File: config.mk
export PLATFORM = sky130hd
export DESIGN_NAME = uop_sequencer
export DESIGN_NICKNAME = d
export VERILOG_FILES = /design/src/rtl/uop_sequencer.sv
export SDC_FILE = /design/constraint.sdc
export NUM_CORES = 1
export LEC_CHECK = 0
export CORE_MARGIN = 2
export CORE_UTILIZATION = 50
export CTS_CLUSTER_DIAMETER = 150
export DETAILED_ROUTE_END_ITERATION = 8
export PLACE_DENSITY = 0.85
export SLEW_MARGIN = 20
export SYNTH_ARGS = -nofsm -noshare
export SYNTH_HDL_FRONTEND = slang
export SYNTH_SLANG_ARGS = --single-unit
File: constraint.sdc
create_clock -name clk -period 4.7 [get_ports clk]
set_input_delay 0.47 -clock clk [delete_from_list [all_inputs] [get_ports clk]]
set_output_delay 0.47 -clock clk [all_outputs]
set_load 0.02 [all_outputs]
File: src/rtl/uop_sequencer.sv
// uop_sequencer
//   Streams a run of uops out of the 512x32 uop cache. A start request latches
//   an address and a length; the sequencer then issues sequential cache reads,
//   captures each returned uop one cycle later, and buffers it in a small FIFO.
//   The FIFO head is presented to decode/issue. The final uop of the run is
//   marked, and a one-cycle done pulse follows its acceptance.
//
//   Reads are only issued while the FIFO has room for the data already in
//   flight plus the new read. Because of this credit rule, the FIFO can never
//   overflow, and the return path needs no stall.
//
// Handshake: a uop transfers on a rising clk edge where uop_valid & uop_ready.
//   While uop_valid is high and uop_ready is low, uop_data and uop_last hold
//   stable. uop_valid never depends on uop_ready.
//
// Ports
//   clk, reset          clock; asynchronous active-high reset
//   start               1-cycle request, honoured only while idle
//   start_addr/len      first cache address / number of uops (0..512)
//   abort               cancel and flush everything; has priority over start
//   busy                sequence in progress (RUN or DRAIN)
//   done                1-cycle pulse when a sequence completes normally
//   cache_read_enable   read strobe to the cache
//   cache_read_address  read address to the cache
//   cache_instruction   cache read data, valid the cycle after the strobe
//   uop_valid/data/last FIFO head toward the consumer
//   uop_ready           consumer accepts the head
//   dbg_state           FSM state, for checkers (0 IDLE, 1 RUN, 2 DRAIN)
module uop_sequencer #(
  parameter int ADDR_W     = 9,
  parameter int DATA_W     = 32,
  parameter int LEN_W      = 10,
  parameter int FIFO_DEPTH = 4
) (
  input  logic              clk,
  input  logic              reset,
  input  logic              start,
  input  logic [ADDR_W-1:0] start_addr,
  input  logic [LEN_W-1:0]  start_len,
  input  logic              abort,
  output logic              busy,
  output logic              done,
  output logic              cache_read_enable,
  output logic [ADDR_W-1:0] cache_read_address,
  input  logic [DATA_W-1:0] cache_instruction,
  output logic              uop_valid,
  output logic [DATA_W-1:0] uop_data,
  output logic              uop_last,
  input  logic              uop_ready,
  output logic [1:0]        dbg_state
);

  localparam int PTR_W = $clog2(FIFO_DEPTH);
  localparam int CNT_W = PTR_W + 1;

  typedef enum logic [1:0] {
    S_IDLE  = 2'd0,
    S_RUN   = 2'd1,
    S_DRAIN = 2'd2
  } state_t;

  state_t             r_state;
  state_t             w_next_state;
  logic [ADDR_W-1:0]  r_addr;
  logic [LEN_W-1:0]   r_remaining;
  logic               r_inflight;
  logic               r_inflight_last;
  logic               r_done;

  logic [DATA_W-1:0]  r_mem [FIFO_DEPTH];
  logic               r_mem_last [FIFO_DEPTH];
  logic [PTR_W-1:0]   r_wr_ptr;
  logic [PTR_W-1:0]   r_rd_ptr;
  logic [CNT_W-1:0]   r_count;

  logic               w_issue;
  logic               w_push;
  logic               w_pop;
  logic               w_head_last;
  logic               w_credit_ok;
  logic [CNT_W-1:0]   w_occupancy;
  logic               w_zero_len_start;

  // Count the read already in flight as an occupied slot. That slot is
  // reserved for the returning data.
  assign w_occupancy      = r_count + CNT_W'(r_inflight);
  assign w_credit_ok      = (w_occupancy < CNT_W'(FIFO_DEPTH));
  assign w_push           = r_inflight;
  assign w_pop            = uop_valid & uop_ready;
  assign w_head_last      = r_mem_last[r_rd_ptr];
  assign w_zero_len_start = (r_state == S_IDLE) && start && (start_len == '0);

  always_ff @(posedge clk or posedge reset) begin
    if (reset) begin
      r_state <= S_IDLE;
    end else begin
      r_state <= w_next_state;
    end
  end

  always_comb begin
    w_next_state = r_state;
    w_issue      = 1'b0;
    case (r_state)
      S_IDLE: begin
        if (start && (start_len != '0)) w_next_state = S_RUN;
      end
      S_RUN: begin
        if (w_credit_ok) begin
          w_issue = 1'b1;
          if (r_remaining == LEN_W'(1)) w_next_state = S_DRAIN;
        end
      end
      S_DRAIN: begin
        if (w_pop && w_head_last) w_next_state = S_IDLE;
      end
      default: w_next_state = S_IDLE;
    endcase
    if (abort) w_next_state = S_IDLE;
  end

  always_ff @(posedge clk or posedge reset) begin
    if (reset) begin
      r_addr          <= '0;
      r_remaining     <= '0;
      r_inflight      <= 1'b0;
      r_inflight_last <= 1'b0;
      r_done          <= 1'b0;
      r_wr_ptr        <= '0;
      r_rd_ptr        <= '0;
      r_count         <= '0;
      for (int i = 0; i < FIFO_DEPTH; i++) begin
        r_mem[i]      <= '0;
        r_mem_last[i] <= 1'b0;
      end
    end else if (abort) begin
      // Flush. Clearing the in-flight flag drops the data of any read still
      // on its way back from the cache.
      r_inflight      <= 1'b0;
      r_inflight_last <= 1'b0;
      r_done          <= 1'b0;
      r_wr_ptr        <= '0;
      r_rd_ptr        <= '0;
      r_count         <= '0;
    end else begin
      r_done          <= w_zero_len_start || (w_pop && w_head_last);
      r_inflight      <= w_issue;
      r_inflight_last <= w_issue && (r_remaining == LEN_W'(1));

      if ((r_state == S_IDLE) && start) begin
        r_addr      <= start_addr;
        r_remaining <= start_len;
      end else if (w_issue) begin
        r_addr      <= r_addr + ADDR_W'(1);
        r_remaining <= r_remaining - LEN_W'(1);
      end

      if (w_push) begin
        r_mem[r_wr_ptr]      <= cache_instruction;
        r_mem_last[r_wr_ptr] <= r_inflight_last;
        r_wr_ptr             <= r_wr_ptr + PTR_W'(1);
      end
      if (w_pop) r_rd_ptr <= r_rd_ptr + PTR_W'(1);

      case ({w_push, w_pop})
        2'b10:   r_count <= r_count + CNT_W'(1);
        2'b01:   r_count <= r_count - CNT_W'(1);
        default: r_count <= r_count;
      endcase
    end
  end

  assign busy               = (r_state != S_IDLE);
  assign done               = r_done;
  assign cache_read_enable  = w_issue;
  assign cache_read_address = r_addr;
  assign uop_valid          = (r_count != '0);
  assign uop_data           = r_mem[r_rd_ptr];
  assign uop_last           = w_head_last & uop_valid;
  assign dbg_state          = r_state;

endmodule

* Yosys cells after proc, flatten, opt, wreduce, memory -nomap -nowiden *
Cells that the tools add are included.
W data, S select, Z words.

operators by class
  $add $sub $neg = 7
  multiply operators = 0
  div/mod/pow operators = 0
  order comparisons = 4
  eq/ne operators = 9
  shift-type cells = 0
  muxes and demuxes = 33
  bitwise logic cells = 5
  reductions and logical operators = 19

operator list
  cell                     count
  $bwmux W128              1
  $mux W32                 3
  $bmux W32 S2             1
  $demux W32 S2            1
  $mux W10                 2
  $mux W2                  9
  $mux W9                  2
  $ne A3 B3 Y1 const B     4
  $eq A10 B1 Y1 const B    1
  $logic_not A10 Y1        1
  $reduce_bool A10 Y1      1
  $sub A10 B1 Y10 const B  1
  $add A9 B1 Y9 const B    1
  $mux W1                  8
  $reduce_bool A2 Y1       4
  $ge A3 B3 Y1 const B     2
  $logic_and A1 B1 Y1      6
  $not A2 Y3               2
  $pmux W2 S3              1
  $pmux W3 S2              1
  $reduce_bool A3 Y1       2
  $add A2 B1 Y2 const B    2
  $bwmux W4                1
  $eq A2 B1 Y1 const B     2
  other kinds (15)         18

word-level totals
  register bits = 163
  bits in latches = 0
  memory bits (writable) = 0
  bits in read-only memories = 0
  output and inout port bits = 48
  logic and storage cells = 94
  memories = 0

* Logic depth before layout (Yosys ltp) *
  depth after elaboration = 8
  depth in mapped cells = 8

* Worst setup path before layout *
OpenSTA, ideal clock, no wires.

  path type = register to output
  from = reg r_rd_ptr[0]
  to = out uop_data[10]
  data arrival time = 1423 ps
  path slack = 2807 ps
  cell stages (with the launch flop) = 4
  path buffers = 2
  cell sequence = dfrtp_1 buf_2 buf_2 mux4_2

on the way
  word-level cells in the longest chain between the ends = 4

ends and longest elaborated chain
  what                                         RTL line  text
  start, declared                              73        logic [PTR_W-1:0] r_rd_ptr;
  start signal, assigned                       163       if (w_pop) r_rd_ptr <= r_rd_ptr + PTR_W'(1);
  $not A2 Y3 (implied by the code)             178       assign uop_data = r_mem[r_rd_ptr];
  $bmux W32 S2                                 178
  $mux W32 (implied by the code) (2 in a row)  178
  end, declared                                47        output logic [DATA_W-1:0] uop_data,

Every way passes these cells. The select of a mux whose other input is x is not followed.

* Worst setup path after layout *
  from = reg r_rd_ptr[0]
  to = out uop_data[24]

Same word-level chain as after synthesis.

==> flow_metrics.tcl <==
set metrics [dict create \
    async_flop_share_pct 100 \
    multi_input_area_mm2 0.00331 \
    drtAntennaViolNets 0 \
    clkSinkCount 163 \
    post_cts_buffers 0 \
    max-cap-violations 0 \
    ys_seq_elements 163 \
    finalSetupTns_ps 0 \
    antenna_found_initial 0 \
    core_region_area_mm2 0.0150 \
    start_kind "flop" \
    finalHoldViolCount 0 \
    slowest_stage "dfrtp_2" \
    io_pins 104 \
    num_vias 4958 \
    tritoncts "built" \
    crit_arrival_ps 2840 \
    relSlewSlack_pct 33.0 \
    finalNetCount 686 \
    start_util_pct 50.5 \
    drtIter0Drc 369 \
    hold_path_class "in -> async" \
    fin_area_mm2 0.00933 \
    tightest_slew_ps 1000 \
    endpoint_kind "output port" \
    syn_area_mm2 0.00759 \
    ys_warn_count 0 \
    wirelength_um 16500 \
    cts.clk_slew.worst_paths_ps 60 \
    gp_congestion 0.794 \
    drcViolationCount 0 \
    synth_edf_count 0 \
    h-tree-depth 4 \
    clock_skew_ps 7.13 \
    cp_num_buf_inv 2 \
    cts_resized 0 \
    syn2layout_area_growth_pct 23.0 \
    required_ps 4230 \
    power.density_mw_per_mm2 558 \
    clock_latency_ps 420 \
    fin_crit_sh_pct 70.5 \
    diodes 0 \
    fill_cells 1066 \
    grtUsageTotal_pct 21.5 \
    irDropWorstVdd_v 0.000307 \
    grt_pass1_wl_um 27300 \
    synth_cells 528 \
    crit_path_max_fanout 22 \
    dpl-instance-area_mm2 0.00875 \
    placementRows 45 \
    die_x_um 127 \
    root_buffer "clkbuf_16" \
    fin_crit_ps 3310 \
    synthFlopType "dfrtp_1" \
    syn_area_per_cell_um2 14.4 \
    cts_hold_buffers 0 \
    drive_gt1_share_pct 14.5 \
    max_stage_delay_ps 870 \
    timing.fmax_ghz 0.302 \
    worstSetupPathType "reg -> out" \
    first_pass_iters 5 \
    p_leak_nw 4.21 \
    finalSetupViolations 0 \
    vias_per_cell 6.02 \
    yosysSeqAreaShare_pct 53.8 \
    utilization_pct 62.1 \
    routedWlPerCell_um 20.0 \
    die_area_mm2 0.0162 \
    syn_nets 592 \
    cts.path.max_buffers 2 \
    cts_buffers 17 \
    instances_no_fill 823 \
    grt_pass1_vias 5342 \
    dieHeight_um 127 \
    status "complete, no violations" \
    dp_cells 791 \
    post-dp-hpwl_um 10900 \
    seqCellArea_mm2 0.00408 \
    grt_max_degree 59 \
    rsz0062_at_grt "no" \
    grt-ovfl-total 0 \
    path_delay_family "buffers and inverters" \
    slew_viol_final 0 \
    crit_chain "buf_4 > mux4_2 > clkdlybuf4s50_1" \
    synth_cell_type_count 56 \
    io_buffers 103 \
]
==> sequential cells by signal, summed over array words and instances, names as in the netlist <==
| name | cells |
|---|---|
| cache_read_address | 9 |
| dbg_state | 2 |
| done | 1 |
| r_count | 3 |
| r_inflight | 1 |
| r_inflight_last | 1 |
| r_mem | 128 |
| r_mem_last | 4 |
| r_rd_ptr | 2 |
| r_remaining | 10 |
| r_wr_ptr | 2 |
==> worst reg2reg max path, stage by stage (launching register included) <==
cell and delay, ps:
dfrtp_1 520, nor2b_1 420, nand2_2 670, mux2_1 580
==> cells in the final DEF, fill, tap and decap left out, types with 3 or more instances in the layout <==
master / n
a32oi_1: 4
dfrtp_1: 161
xnor2_1: 4
clkbuf_16: 17
mux2_1: 129
nand3_1: 9
clkinv_4: 3
a22oi_1: 3
clkinvlp_4: 3
nand2_2: 4
inv_1: 8
o22ai_1: 9
clkinv_2: 4
and3_1: 5
o311ai_1: 3
mux4_2: 33
ha_1: 7
nor4_1: 6
nand2_1: 11
a211oi_1: 4
o211ai_1: 4
nor2_1: 15
a21oi_1: 3
buf_4: 6
mux2_2: 3
nor3_1: 11
clkdlybuf4s50_1: 103
clkbuf_8: 4
and4_1: 5
or3_1: 3
and2_1: 3
nand4_1: 8
==> through the flow <==
step	setup slack [ps]	hold slack (ps)	power (mW)
after floorplan	2160	459	3.12
after global placement	1790	468	3.79
after detailed placement	1780	479	3.87
after CTS	1310	314	5.23
after global routing	1190	313	5.46
final	1390	318	5.20
==> path summary, 6_finish.rpt <==
check | from | endpoint | slack, ps | cells past startpoint
max | r_rd_ptr[0]$_DFFE_PP0P_ | uop_data[24] | 1390 | 3
min | reset | r_rd_ptr[0]$_DFFE_PP0P_ | 320 | 2
max reg2reg | r_inflight$_DFF_PP0_ | r_mem[112]$_DFFE_PP0P_ | 2390 | 3
min reg2reg | r_mem[57]$_DFFE_PP0P_ | r_mem[57]$_DFFE_PP0P_ | 490 | 1
max in group asynchronous | reset | r_rd_ptr[1]$_DFFE_PP0P_ | 3400 | 3
min in group clk | r_mem[57]$_DFFE_PP0P_ | r_mem[57]$_DFFE_PP0P_ | 490 | 1
==> area by class of cell <==
cell class                      instances  area share, %
Timing Repair Buffer                  109           11.5
Multi-Input combinational cell        320           35.5
Inverter                               11          0.483
Clock inverter                         11           1.10
Clock buffer                           21           5.15
Tap cell                              188           2.52
Sequential cell                       163           43.7
==> routing by layer <==
metal / track usage, % / routed length [um] / share of wire [%] / vias up
li1: - / - / - / 2178
met2: 35.1 / 8090 / 49 / 176
met4: 6.08 / 208 / 1.3 / 0
met1: 29.4 / 7490 / 45 / 2576
met3: 4.65 / 709 / 4.3 / 28
met5: 0 / 0 / 0 / -
==> cells in the mapped netlist, drive strengths merged, types with 2 or more instances <==
library cell / n / share of area [%]
a211oi: 4 / 0.40
inv: 11 / 0.54
o21ai: 3 / 0.20
nor2: 16 / 0.82
a21oi: 3 / 0.20
nand2: 15 / 0.74
nand3: 9 / 0.59
a22oi: 3 / 0.30
and4: 5 / 0.58
nor3b: 3 / 0.36
a32oi: 4 / 0.46
and2: 4 / 0.33
nor2b: 2 / 0.16
nor3: 12 / 0.86
a311oi: 2 / 0.23
o22ai: 9 / 0.74
o211ai: 4 / 0.40
dfrtp: 163 / 54
mux2i: 4 / 0.74
nor4b: 3 / 0.43
mux2: 132 / 20
ha: 7 / 1.2
or3: 3 / 0.25
clkbuf: 10 / 0.49
nand4: 8 / 0.66
mux4: 33 / 9.8
o311ai: 3 / 0.35
and3: 6 / 0.56
nor4: 6 / 0.49
xnor2: 4 / 0.46
buf: 24 / 1.7
or4: 2 / 0.20
==> logic make-up after synthesis <==
family	synth area share (%)
AO/OA/AOI/OAI	3.88
adder cells (fa/ha/maj)	1.42
multiplexers	30.1
XOR/XNOR	0.577
flip-flops	53.8
buffers and inverters	2.75
AND/OR/NAND/NOR	7.49
==> power by group <==
part | internal, mW | switching (mW) | leakage, nW
sequential | 1.75 | 0.310 | 2.15
combinational | 0.980 | 0.817 | 1.77
clock | 0.787 | 0.561 | 0.287
total | 3.51 | 1.69 | 4.21
Power figures use the tool's default switching activity.
